### config.mk
export PLATFORM = sky130hd
export DESIGN_NAME = fifo_drain_stream
export DESIGN_NICKNAME = d
export VERILOG_FILES = /design/src/rtl/fifo_drain_stream.sv
export SDC_FILE = /design/constraint.sdc
export NUM_CORES = 1
export LEC_CHECK = 0
export CORE_ASPECT_RATIO = 0.9
export CORE_MARGIN = 2
export CORE_UTILIZATION = 48
export CTS_CLUSTER_DIAMETER = 80
export DETAILED_ROUTE_END_ITERATION = 6
export PLACE_DENSITY = 0.79
export RECOVER_POWER = 25
export REMOVE_ABC_BUFFERS = 1
export SLEW_MARGIN = 20
export SYNTH_ARGS = -nofsm -noshare
export SYNTH_HDL_FRONTEND = slang
export SYNTH_SLANG_ARGS = --single-unit
### constraint.sdc
create_clock -name clk -period 2.54 [get_ports clk]
set_input_delay 0.508 -clock clk [delete_from_list [all_inputs] [get_ports clk]]
set_output_delay 0.508 -clock clk [all_outputs]
set_load 0.005 [all_outputs]
### src/rtl/fifo_drain_stream.sv
// rtl/fifo_drain_stream.sv - drains an upstream FIFO (1-cycle read latency) into a valid/ready stream
// Optional feature macro: FIFO_DRAIN_BEAT_CNT_EN (adds 16-bit beat_count output).
module fifo_drain_stream #(
  parameter int WIDTH = 32
) (
  input  logic             clk,
  input  logic             resetn,
  input  logic             drain_en,
  input  logic             fifo_empty,
  input  logic [WIDTH-1:0] fifo_data,
  output logic             fifo_rd_en,
  output logic             m_valid,
  input  logic             m_ready,
  output logic [WIDTH-1:0] m_data
`ifdef FIFO_DRAIN_BEAT_CNT_EN
  ,
  output logic [15:0]      beat_count
`endif
);

  // Two-entry skid buffer plus a flag for the read issued last cycle.
  logic [WIDTH-1:0] buf_q [2];
  logic             head_q;
  logic             tail_q;
  logic [1:0]       count_q;
  logic             inflight_q;

  logic             pop;
  logic [2:0]       count_d;

  assign pop = m_valid & m_ready;

  // Occupancy after this cycle: the inflight word lands, a popped word leaves.
  // A read may be issued only if the word it returns will still have a slot.
  assign count_d = {1'b0, count_q} + {2'b00, inflight_q} - {2'b00, pop};

  // Read request is gated by resetn so nothing is requested while held in reset.
  assign fifo_rd_en = resetn & drain_en & ~fifo_empty & (count_d < 3'd2);

  assign m_valid = (count_q != 2'd0);
  assign m_data  = m_valid ? buf_q[head_q] : '0;

  // Pointer, occupancy and inflight tracking; reset discards everything held.
  always_ff @(posedge clk or negedge resetn) begin
    if (!resetn) begin
      head_q     <= 1'b0;
      tail_q     <= 1'b0;
      count_q    <= 2'd0;
      inflight_q <= 1'b0;
    end else begin
      inflight_q <= fifo_rd_en;
      count_q    <= count_d[1:0];
      if (inflight_q) begin
        tail_q <= ~tail_q;
      end
      if (pop) begin
        head_q <= ~head_q;
      end
    end
  end

  // Capture the returning FIFO word at the tail; contents need no reset since
  // m_data is masked whenever the buffer is empty.
  always_ff @(posedge clk) begin
    if (inflight_q) begin
      buf_q[tail_q] <= fifo_data;
    end
  end

`ifdef FIFO_DRAIN_BEAT_CNT_EN
  logic [15:0] beat_q;

  // Free-running count of delivered beats, wrapping naturally at 16 bits.
  always_ff @(posedge clk or negedge resetn) begin
    if (!resetn) begin
      beat_q <= 16'h0000;
    end else if (pop) begin
      beat_q <= beat_q + 16'h0001;
    end
  end

  assign beat_count = beat_q;
`endif

endmodule
# ---- Word level (Yosys, flattened, before mapping)
# Memories as Yosys holds them, arrays and structs flattened.
# Cells that the tools add are included.
# W data, S select, Z words.
dict set report classes {
  addsub 2
  n_lt_le_gt_ge 1
  n_mux 3
  bitwise 7
  n_reduce_logical 1
}
# operator count
set ops {}
lappend ops {{$mux W32} 1}
lappend ops {{$and A1 B1 Y1} 4}
lappend ops {{$add A2 B1 Y3} 1}
lappend ops {{$lt A3 B2 Y1 const B} 1}
lappend ops {{$not A1 Y1} 3}
lappend ops {{$sub A3 B1 Y3} 1}
lappend ops {{$mux W1} 2}
lappend ops {{$reduce_bool A2 Y1} 1}
dict set report word_totals {
  ff_bits 5
  mem_bits_rw 64
  inputBits 37
  out_inout_bits 34
  wordCells 19
  n_memories 1
}
# name depth word_bits rd rd_ports_with_merged_regs write_ports line
set memory_table {}
lappend memory_table {buf_q 2 32 1 0 1 22} ;# logic [WIDTH-1:0] buf_q [2];

# ---- Longest topological paths before layout
# Gate-level depths: netlist of run 1.
dict set report logic_depth {
  word_depth 5
  ltp_mapped 8
  mapped_depth_nobuf 8
}

# ---- Worst setup path after synthesis of run 1
# Ideal clock, no wire load.
dict set report synth_timing {
  path_type {register -> output}
  start {register count_q[1]}
  end {output fifo_rd_en}
  arrival_time_ns 1.937
  required_ns 2.032
  slack_ns 0.095
  stages_incl_launch_ff 8
  path_buffers 0
  cell_sequence {dfrtp_1 o21ai_0 inv_1 ha_1 inv_1 ha_1 fa_1 nor4_2}
}
dict set report synth_between {
  elab_chain_cells 5
  word_cells_on_any_way 6
  classes_between {add/sub (2); order compare (1); bitwise (2); reduce/logical (1)}
}
# item line
set synth_rtl {}
lappend synth_rtl {{start: declaration} 25} ;# logic [1:0] count_q;
lappend synth_rtl {{start signal: assignment} 52} ;# count_q <= count_d[1:0];
lappend synth_rtl {{$reduce_bool A2 Y1} 40} ;# assign m_valid = (count_q != 2'd0);
lappend synth_rtl {{$and A1 B1 Y1} 31} ;# assign pop = m_valid & m_ready;
lappend synth_rtl {{named net pop} 28} ;# logic pop;
lappend synth_rtl {{$sub A3 B1 Y3} 35} ;# assign count_d = {1'b0, count_q} + {2'b00, inflight_q} - {2'b00, pop};
lappend synth_rtl {{named net count_d[1]} 29} ;# logic [2:0] count_d;
lappend synth_rtl {{$lt A3 B2 Y1} 38} ;# assign fifo_rd_en = resetn & drain_en & ~fifo_empty & (count_d < 3'd2);
lappend synth_rtl {{$and A1 B1 Y1} 38}
lappend synth_rtl {{end: declaration} 11} ;# output logic fifo_rd_en,
# The timed path passes the listed nets, and every way through them passes these cells.

# ---- Worst setup path in the final report of run 1
dict set report layout_timing {
  start {register count_q[0]}
  end {output fifo_rd_en}
}
# The elaborated chain is that of the path after synthesis.

==> run metrics, run 1 <==
result of the run complete, but fails checks; clk buf depth 2; total routing usage reported by global routing between 15 and 20%; Synth cell types 18; antenna violations before repair 0; synthesized cell area 2710 sq um; final clock skew 0.00812 ns; largest voltage drop on the vdd net 0.000704 V; global-route wire length before repair 7980 um; register clock-pin slew on the reported worst setup and hold paths 0.06 ns; Post-layout nets 300; power density normalized to cell area 1010 nW/um^2; TritonCTS buffer count 9; violated checks negative setup slack; Starting Density 50.6%; Setup crit start kind flop; Mapped Cells ~160; count of H-tree levels built during CTS 3; quantity of I/O buffers inserted on ports 70; TritonCTS clock tree done; max-slew violation count 0; share of the synthesized area in the top cell type 71.0%; Floorplan Core Area approximately 5300 sq um; Worst EP required 2.03 ns; Critical Path AT 2.40 ns; Crit Path Category flop to output port; post-route fraction of the period consumed by the critical path 115%; clock net sink count between 60 and 70; layout filler cell count 350; final setup violation count 1; count of nets left with antenna violations after detail routing 0; pin slew with the least headroom to its limit 0.516 ns; Area growth, synth to finish 42.7%; GRT Residual Overflow 0; average cell area after synthesis between 15 and 20 sq um; overall die height roughly 75 um; floorplan die area ~6300 sq um; Yosys warning total 0; drc violations 0; time the final worst path needs with I/O delays and setup 2.91 ns; sequential share of the synthesized area 75.6%; post-route setup slack -0.373 ns; RSZ-0062 raised after global routing yes; total via count after detailed routing 1615; critical path fanouts, max 2; number of max-cap violations 0; library cell with the largest summed area after synthesis sky130_fd_sc_hd__edfxtp_1; Yosys reg bits 69; number of rows created at floorplan 25; area of placed instances 3510 sq um; number of antenna cells inserted 0; root cell of the clock tree sky130_fd_sc_hd__clkbuf_8; detailed-placement wirelength estimate 3070 um; type of the tightest min-delay check flop to flop; type of element capturing the critical path output port; WL final 5050 um; relative slew slack around two thirds; worst hold margin 0.554 ns; die extent in x 83.2 um; largest net degree at the start of global routing 34; layout cells sized above 1 19.2%; number of global-route vias before repair 1662; LEAKAGE 1.48 nW; via count normalized by instance count 4.86; cell area after layout 3860 sq um; later-pin clock latency in the skew report between 0.3 and 0.4 ns; DRT iter0 DRCs between 90 and 100; post-cts hold buffer count 0; count of boundary I/O pins ~70; top area cells in the synthesized netlist sky130_fd_sc_hd__edfxtp_1, sky130_fd_sc_hd__mux2i_1, sky130_fd_sc_hd__dfrtp_1, sky130_fd_sc_hd__nor2_1, sky130_fd_sc_hd__buf_12; highest achievable clock rate 0.343 GHz; weighted congestion reported at the end of routability-driven placement 0.709; wire length per cell after detailed routing 15.2 um; number of hold violations in the final report 0; first-pass iteration count of the detailed router 4
-- synth_stat cells --
master                     number
sky130_fd_sc_hd__xnor2_1        2
sky130_fd_sc_hd__inv_2          1
sky130_fd_sc_hd__buf_12         3
sky130_fd_sc_hd__buf_2          3
sky130_fd_sc_hd__inv_1          5
sky130_fd_sc_hd__dfrtp_1        5
sky130_fd_sc_hd__nor2_2         2
sky130_fd_sc_hd__nand2_1        1
sky130_fd_sc_hd__buf_6          1
sky130_fd_sc_hd__nor4_2         1
sky130_fd_sc_hd__mux2i_1       32
sky130_fd_sc_hd__nor2_1        32
sky130_fd_sc_hd__fa_1           1
sky130_fd_sc_hd__xor2_1         1
sky130_fd_sc_hd__ha_1           2
sky130_fd_sc_hd__o21ai_0        1
sky130_fd_sc_hd__edfxtp_1      64
sky130_fd_sc_hd__and2_1         1
-- report_power, final --
part           internal [mW]  switching, mW
clock network          0.543          0.376
registers               1.36         0.0455
logic                  0.915          0.661
total                   2.82           1.08
-- per-layer routing --
metal / track usage [%] / wire length [um] / up-vias
met5: 0 / 0 / -
met4: 7.10 / 61 / 0
met3: 4.50 / 310 / 7
met2: 29.1 / 2440 / 61
met1: 22.0 / 2230 / 766
li1: - / - / 781
-- state kept, by name, summed over array words and instances (netlist names) --
name / cells
tail_q: 1
inflight_q: 1
count_q: 2
buf_q: 64
head_q: 1
-- final cells by class --
class                      count  area (sq um)  share of cell area [%]
inverter                       6          22.5                   0.583
tap                           67          83.8                    2.17
sequential                    69          2050                    53.0
clock buffer                  10           128                    3.30
clock inverter                 6          77.6                    2.01
timing repair buffer          98           915                    23.7
multi-input combinational     76           588                    15.2
-- kinds of logic (layout without fill, tap and decap cells) --
logic type                 Yosys count  in the layout  share of synthesized area [%]
AOI/OAI and AO/OA                    1              1                          0.185
xor gates and xnor gates             3              3                          0.971
adders and majority gates            3              3                           1.66
buffers and inverters               13            120                           4.02
DFF                                 69             69                           75.6
muxes                               32             32                           11.8
and+or+nand+nor                     37             37                           5.73
-- cells in the final DEF, fill, tap and decap left out, drive strengths merged --
master,count
ha,2
nor4,1
mux2i,32
bufinv,2
buf,27
edfxtp,64
dlygate4sd3,20
fa,1
xor2,1
o21ai,1
dfrtp,5
clkdlybuf4s50,48
xnor2,2
nand2,1
clkbuf,12
inv,6
and2,1
clkdlybuf4s15,1
clkinv,4
nor2,34
-- final timing paths --
path                            startpoint    endpoint  slack, ns  cells after the start
worst min-delay path                tail_q      tail_q       0.55                      1
worst min register to register      tail_q      tail_q       0.55                      1
min in group asynchronous           resetn  count_q[1]       0.60                      2
worst max register to register  count_q[0]      head_q       0.14                     16
max in group asynchronous           resetn      head_q       1.69                      2
worst max-delay path            count_q[0]  fifo_rd_en      -0.37                      8
-- through the flow --
| step | setup TNS [ns] | worst slack [ns] | utilization [%] | std cells | total power, mW |
|---|---|---|---|---|---|
| final | -0.373 | -0.373 | 72.2 | 332 | 3.90 |
| after global routing | -0.490 | -0.490 | 72.2 | 332 | 4.12 |
| after CTS | -0.526 | -0.355 | 72.0 | 335 | 3.87 |
| after detailed placement | -0.915 | -0.915 | 65.7 | 301 | 2.84 |
| after global placement | -0.861 | -0.861 | 65.7 | 301 | 2.81 |
| after floorplan | 0 | 0.0950 | - | 151 | 2.06 |
-- critical path, stage by stage, from the launching register on --
cell	delay (ns)
sky130_fd_sc_hd__dfrtp_1	0.41
sky130_fd_sc_hd__o21ai_2	0.19
sky130_fd_sc_hd__inv_2	0.07
sky130_fd_sc_hd__ha_4	0.26
sky130_fd_sc_hd__inv_2	0.04
sky130_fd_sc_hd__ha_4	0.14
sky130_fd_sc_hd__fa_1	0.48
sky130_fd_sc_hd__nor4_2	0.33
sky130_fd_sc_hd__buf_2	0.16
-- timing repair --
item                                   CTS  global route
setup buffers                           18             2
pin swaps                                6             5
gates resized for setup                  9             8
setup endpoints to repair                1             3
endpoints found under the hold margin    0             0
Note: power is estimated with default switching activity, not from simulation.
==> run 2: changes to the inputs <==
--- a/config.mk
+++ b/config.mk
@@ -12,8 +12,7 @@
 export DETAILED_ROUTE_END_ITERATION = 6
 export PLACE_DENSITY = 0.79
 export RECOVER_POWER = 25
-export REMOVE_ABC_BUFFERS = 1
-export SLEW_MARGIN = 20
+export SLEW_MARGIN = 10
 export SYNTH_ARGS = -nofsm -noshare
 export SYNTH_HDL_FRONTEND = slang
 export SYNTH_SLANG_ARGS = --single-unit
==> run 2 against run 1 <==
The flow still finishes with violations (negative setup slack); sequential cell count unchanged; non-clock buffer count decreased by 2; final cell count shrank 0.60%; wire length decreased by 2.7%; via count decreased by 1.4%; global-route usage fell by 1.3 points; sequential share of layout area grew 0.43 points; worst setup slack gained 0.0025 ns; maximum frequency barely moved; sequential power is 6% higher; first-iteration DRC count down 24%; largest cell class unchanged; highest routed layer unchanged.
==> run metrics, run 2 (same netlist as run 1, synthesis figures left out) <==
result of the run complete, but fails checks; violated checks negative setup slack; DRT iter0 DRCs 74; relative slew slack 71.4%; post-cts hold buffer count 0; capture endpoint of the worst hold path tail_q; TritonCTS buffer count 9; die extent in x 83.2 um; via count normalized by instance count between 4 and 5; layout cells sized above 1 between 10% and 20%; post-route fraction of the period consumed by the critical path 115%; later-pin clock latency in the skew report 0.34 ns; delay of the slowest critical-path stage 0.41 ns; total routing usage reported by global routing 16.0%; WL final just under 5000 um; wire length per cell after detailed routing 14.9 um; Floorplan Core Area around 5300 sq um; overall die height ~75 um; cell with the most instances on the worst path sky130_fd_sc_hd__inv_1; type of element capturing the critical path output port; R2R depth 17; flop2flop setup slack 0.03 ns; clk buf depth 2; cell-by-cell trace of the critical path o21ai_2, inv_1, ha_1, inv_1, ha_2, fa_2, xnor2_2, nor4_4, buf_2; area of placed instances 3480 sq um; Critical Path AT 2.40 ns; Gate power share roughly two fifths; final setup violation count 1; cell depth of the worst hold path 1; detailed-placement wirelength estimate 2890 um; weighted congestion reported at the end of routability-driven placement 0.733; capture point of the worst reg-to-reg path head_q; Flop pwr share 38.5%; LEAKAGE between 1 and 1.5 nW; Switching Share between 20 and 30%; power density normalized to cell area between 1000 and 1500 nW/um^2; top library cells by usage in the layout, fill and taps aside sky130_fd_sc_hd__edfxtp_1, sky130_fd_sc_hd__clkdlybuf4s50_1, sky130_fd_sc_hd__mux2i_1; time the final worst path needs with I/O delays and setup 2.91 ns; quantity of I/O buffers inserted on ports 70; drc violations 0; start point of the worst min-delay path tail_q; combined area of the multi-input logic cells 584 sq um; register clock-pin slew on the reported worst setup and hold paths ~0.07 ns; root cell of the clock tree sky130_fd_sc_hd__clkbuf_8; highest achievable clock rate about 0.34 GHz; number of rows created at floorplan 25; count of boundary I/O pins around 70; Internal Dissipation between 2 and 3 mW; Starting Density 50.6%; registers with the highest flip-flop counts buf_q: 64 flops, count_q: 2 flops; layout filler cell count roughly 380; Post-layout nets 298; GRT Residual Overflow 0; library cell contributing the largest single delay on the critical path sky130_fd_sc_hd__dfrtp_1; post-route setup slack -0.370 ns; number of global-route vias before repair between 1500 and 2000; Worst EP required 2.03 ns; max-slew violation count 0; Area growth, synth to finish 41.7%; first-pass iteration count of the detailed router 4; Fin Setup TNS -0.370 ns; count of H-tree levels built during CTS 3; Synth Net Count 198; relative contribution of the clock network to total power between 20% and 30%; TritonCTS clock tree done; Crit Path Category flop to output port; type of the tightest min-delay check flop to flop; number of flip-flops under the largest register name 64; count of nets left with antenna violations after detail routing 0; number of max-cap violations 0; clock net sink count 69; largest voltage drop on the vdd net 0.000764 V; final clock skew a little over 0.01 ns; cell area after layout 3840 sq um; floorplan die area 6260 sq um; Reg area 2050 sq um; most common library cell in the layout ignoring fill and taps sky130_fd_sc_hd__edfxtp_1; Largest Register buf_q; antenna violations before repair 1; Setup crit start kind flop; pin slew with the least headroom to its limit 0.430 ns; total via count after detailed routing 1593; RSZ-0062 raised after global routing yes; Crit Reg-Reg Startpoint count_q[1]; global-route wire length before repair 7280 um; largest net degree at the start of global routing 34; Net Switching 1.10 mW; critical path fanouts, max 2; number of hold violations in the final report 0
## run 2: cell types whose count changed in the layout (fill, tap and decap cells not counted), moves of 2 or more
| cell | previous run | this run |
|---|---|---|
| sky130_fd_sc_hd__clkbuf_1 | 3 | 1 |
| sky130_fd_sc_hd__ha_4 | 2 | 0 |
| sky130_fd_sc_hd__inv_2 | 3 | 1 |
| sky130_fd_sc_hd__buf_4 | 24 | 21 |
| sky130_fd_sc_hd__inv_1 | 3 | 5 |
## run 2: worst max-delay path: cells and delay by family, from the launching register on
family / cells / cell delay, ns
flip-flops: 1 / 0.41
adder cells (fa/ha/maj): 3 / 0.79
buffers and inverters: 3 / 0.26
XOR/XNOR: 1 / 0.16
AO/OA/AOI/OAI: 1 / 0.18
AND/OR/NAND/NOR: 1 / 0.25
## run 2: power by group through the flow
stage | clock (mW) | combinational [mW] | sequential (mW)
after detailed placement | 0 | 1.27 | 1.55
after global routing | 0.876 | 1.69 | 1.50
after CTS | 0.833 | 1.45 | 1.53
after global placement | 0 | 1.25 | 1.55
final | 0.807 | 1.56 | 1.49
after floorplan | 0 | 0.767 | 1.42
## run 2: through the flow
step	util, %	worst slack (ns)	power, mW	cells	hold slack, ns
final	71.7	-0.370	3.86	330	0.541
after global routing	71.7	-0.489	4.06	330	0.565
after CTS	71.2	-0.327	3.81	329	0.451
after detailed placement	65.1	-0.921	2.82	297	0.532
after global placement	65.1	-0.811	2.80	297	0.524
after floorplan	-	0.0950	2.19	158	0.212
## run 2: worst max-delay path by stage
stage | startpoint | endpoint | cells after the start
after floorplan | count_q[1] | fifo_rd_en | 7
after global placement | m_ready | fifo_rd_en | 9
after detailed placement | m_ready | fifo_rd_en | 9
after CTS | count_q[0] | fifo_rd_en | 8
after global routing | count_q[1] | fifo_rd_en | 9
final | count_q[1] | fifo_rd_en | 9
## run 2: final cells by class
| cell class | instances | area share, % |
|---|---|---|
| Antenna cell | 1 | 0.0652 |
| Timing Repair Buffer | 96 | 23.8 |
| Inverter | 6 | 0.587 |
| Sequential cell | 69 | 53.5 |
| Tap cell | 67 | 2.19 |
| Clock buffer | 9 | 3.23 |
| Multi-Input combinational cell | 76 | 15.2 |
| Clock inverter | 6 | 1.44 |
## run 2: metal layers
| layer | share of wire [%] | track usage (%) |
|---|---|---|
| met5 | 0 | 0 |
| met2 | 51 | 26.9 |
| met3 | 5.9 | 5.70 |
| met1 | 42 | 18.5 |
| met4 | 1.8 | 8.74 |
## run 2: what timing repair did
item / in CTS / in global routing
hold endpoints to repair: 0 / 0
gates resized for setup: 12 / 2
pin swaps: 3 / 4
endpoints found under the setup margin: 33 / 20
setup buffers: 17 / 3
==> variant, RTL diff (settings of run 2) <==
The option `FIFO_DRAIN_BEAT_CNT_EN` is turned on by a define.
--- a/src/rtl/fifo_drain_stream.sv
+++ b/src/rtl/fifo_drain_stream.sv
@@ -1,5 +1,7 @@
 // rtl/fifo_drain_stream.sv - drains an upstream FIFO (1-cycle read latency) into a valid/ready stream
 // Optional feature macro: FIFO_DRAIN_BEAT_CNT_EN (adds 16-bit beat_count output).
+`define FIFO_DRAIN_BEAT_CNT_EN
+
 module fifo_drain_stream #(
   parameter int WIDTH = 32
 ) (
Formal check against the unedited RTL (old outputs only; new: beat_count): equivalent (Yosys induction, for registers that start in step).
==> variant against run 2 <==
The run still ends with negative setup slack left; setup slack lost 45 ps; design area grew 25%; register-to-register slack gained 350 ps; area after synthesis grew 24%; sequential cell count grew 16; critical path depth grew 2; routed wire length grew 31%; power grew 23%; critical endpoint unchanged; largest cell class unchanged; highest routed layer unchanged.
==> variant: results (changes against run 2) <==
* Actual slew at the worst max-slew pin: 1130 ps (+704 ps)
- Number of buffers created by CTS: 9 (unchanged)
- The clock skew was 5.50 ps (-4.82 ps).
- Peak fanout along the critical path: 2 (unchanged)
- The number of global-route vias before repair was 2,205 (+41%).
- Synthesized netlist net count: 262 (+32%)
* CTS resizes: 11 (-1)
* Number of fill cells in the layout: 449 (+20%)
- Setup slack after layout: -415 ps (-44.9 ps)
* Violated checks: negative setup slack
- CTS H-tree depth: 3 (unchanged)
* Asr flop ratio synth: 24.7% (+17 points)
* ANT cells: 0 (-1)
- The final weighted congestion in routability-driven placement is 0.755 (+3.0%).
* Number of different library cells in the post-synthesis netlist: 24 (+6)
- Count of input and output buffers: 86 (+23%)
- Number of flops mapped to enable cells by yosys: 64 (unchanged)
* Final setup fails: 1 (unchanged)
* Clk buf depth: 2 (unchanged)
- Post-synthesis sequential area ratio: 72.7% (-2.9 points)
- The number of nets in the layout is 378 (+27%).
- The worst hold path belongs to the class register to register.
- The wire length of the first global-routing pass came to 10.7 mm (+46%).
- Worst-skew pair later-pin latency: 340 ps (about the same)
- The total wire length was 6.45 mm (+31%).
- Crit path DAT: 2450 ps (+50 ps)
* Clk pin slew, worst setup/hold paths: approximately 80 ps
* Delay of the slowest cell on the worst path: 410 ps (about the same)
- Maximum resistive drop on vdd: 0.517 mV (-32%)
- Worst setup slack before clock tree synthesis: -967 ps (-45.6 ps)
- Setup Buffers After CTS: 13 (-4)
- Reported leakage power: 1.89 nW (+29%)
- Yosys warning total: 0 (unchanged)
* Detail Placement HPWL: 4.21 mm (+45%)
- The fraction of final layout cells with drive strength greater than 1 was 16.7% (-2.0 points).
* Number of vias in the routed layout: 2,103 (+32%)
- Cell family contributing the most delay on the critical path: adder cells
- Antenna violations before repair: 0 (-1)
* Number of flip-flops in the largest register: 64 (unchanged)
- In this run the clock root is driven by a sky130_fd_sc_hd__clkbuf_8.
- Run status: finished with violations
- Commonest cells in the netlist: 64 x sky130_fd_sc_hd__edfxtp_1, 39 x sky130_fd_sc_hd__nor2_1, 32 x sky130_fd_sc_hd__mux2i_1
* Pin count of the biggest net entering global routing: 33 (-2.9%)
- DRT iter0 DRCs: 90 (+22%)
* Master of the slowest instance on the critical path: sky130_fd_sc_hd__dfrtp_1
- Total track usage: 18.0% (+2.0 points)
- After synthesis, the cell types taking the most area are sky130_fd_sc_hd__edfxtp_1 57%, sky130_fd_sc_hd__dfrtp_1 16%, sky130_fd_sc_hd__mux2i_1 9.5%, sky130_fd_sc_hd__nor2_1 4.4%, sky130_fd_sc_hd__xnor2_1 2.9%.
- Counting flops per register, the top entry is buf_q.
* Number of optimization iterations in the first detailed-route pass: 4 (unchanged)
[variant: cell types whose count changed in the layout (fill, tap and decap cells not counted), sizes merged, moves of 3 or more]
cell                  run 2  this run
dfrtp                     5        21
nand2                     1        11
nor2                     34        39
nand3                     0         3
inv                       6        11
xor2                      1         7
clkinv                    4         1
xnor2                     2        11
dlygate4sd3              19        22
clkdlybuf4s50            49        61
buf                      25        28
[variant: final timing paths]
kind / startpoint / to / slack [ps] / cells past startpoint
min reg2reg: inflight_q / tail_q / 480 / 1
max reg2reg: count_q[0] / inflight_q / 380 / 11
min: inflight_q / tail_q / 480 / 1
max in group asynchronous: resetn / head_q / 810 / 2
min in group asynchronous: resetn / beat_count[12] / 970 / 2
max: count_q[0] / fifo_rd_en / -420 / 11
[variant: cell families after synthesis]
| group | count (synthesis) | share of synthesized area [%] |
|---|---|---|
| AOI/OAI and AO/OA | 1 | 0.372 |
| and+or+nand+nor | 63 | 8.63 |
| buffers and inverters | 18 | 2.34 |
| xor gates and xnor gates | 18 | 4.69 |
| DFF | 85 | 72.7 |
| adders and majority gates | 4 | 1.71 |
| muxes | 32 | 9.52 |
[variant: report_power, final]
| part | internal [mW] | total (mW) | leakage (nW) | switching, mW |
|---|---|---|---|---|
| logic | 1.10 | 1.86 | 0.933 | 0.767 |
| registers | 1.66 | 1.77 | 0.843 | 0.108 |
| clock network | 0.654 | 1.11 | 0.115 | 0.456 |
[variant: layer usage]
layer  vias to the layer above  GRT usage (%)  part of all wire [%]
met2                        48           32.0                    53
li1                       1008              -                     -
met3                         8           6.90                   5.1
met4                         0           3.80                   1.2
met5                         -              0                     0
met1                      1039           20.7                    40
[variant: final cells by class]
class,count,area (um2),area share (%)
repair buffers,113,1050,22.0
inverters,10,37.5,0.784
clock buffers,10,128,2.67
clock inverters,6,110,2.30
multi-input cells,118,897,18.7
flip-flops and latches,85,2450,51.1
well taps,90,113,2.35
[variant: stage by stage]
step                      instance area, um2  instances  power [mW]  TNS, ps
after CTS                               4770        431        4.77     -392
after global placement                  4420        402        3.44     -875
after detailed placement                4420        402        3.47     -988
final                                   4790        432        4.75     -415
after floorplan                         3380        221        2.55        0
after global routing                    4790        432        5.03     -599
[variant: worst register-to-register path, cell delays in order, from the launching register on]
cell	delay [ps]
sky130_fd_sc_hd__dfrtp_1	410
sky130_fd_sc_hd__nor2_4	130
sky130_fd_sc_hd__inv_2	50
sky130_fd_sc_hd__nand2_2	60
sky130_fd_sc_hd__inv_2	60
sky130_fd_sc_hd__ha_4	260
sky130_fd_sc_hd__inv_2	40
sky130_fd_sc_hd__ha_4	140
sky130_fd_sc_hd__fa_2	340
sky130_fd_sc_hd__xnor2_2	140
sky130_fd_sc_hd__nor4_2	310
sky130_fd_sc_hd__buf_4	160
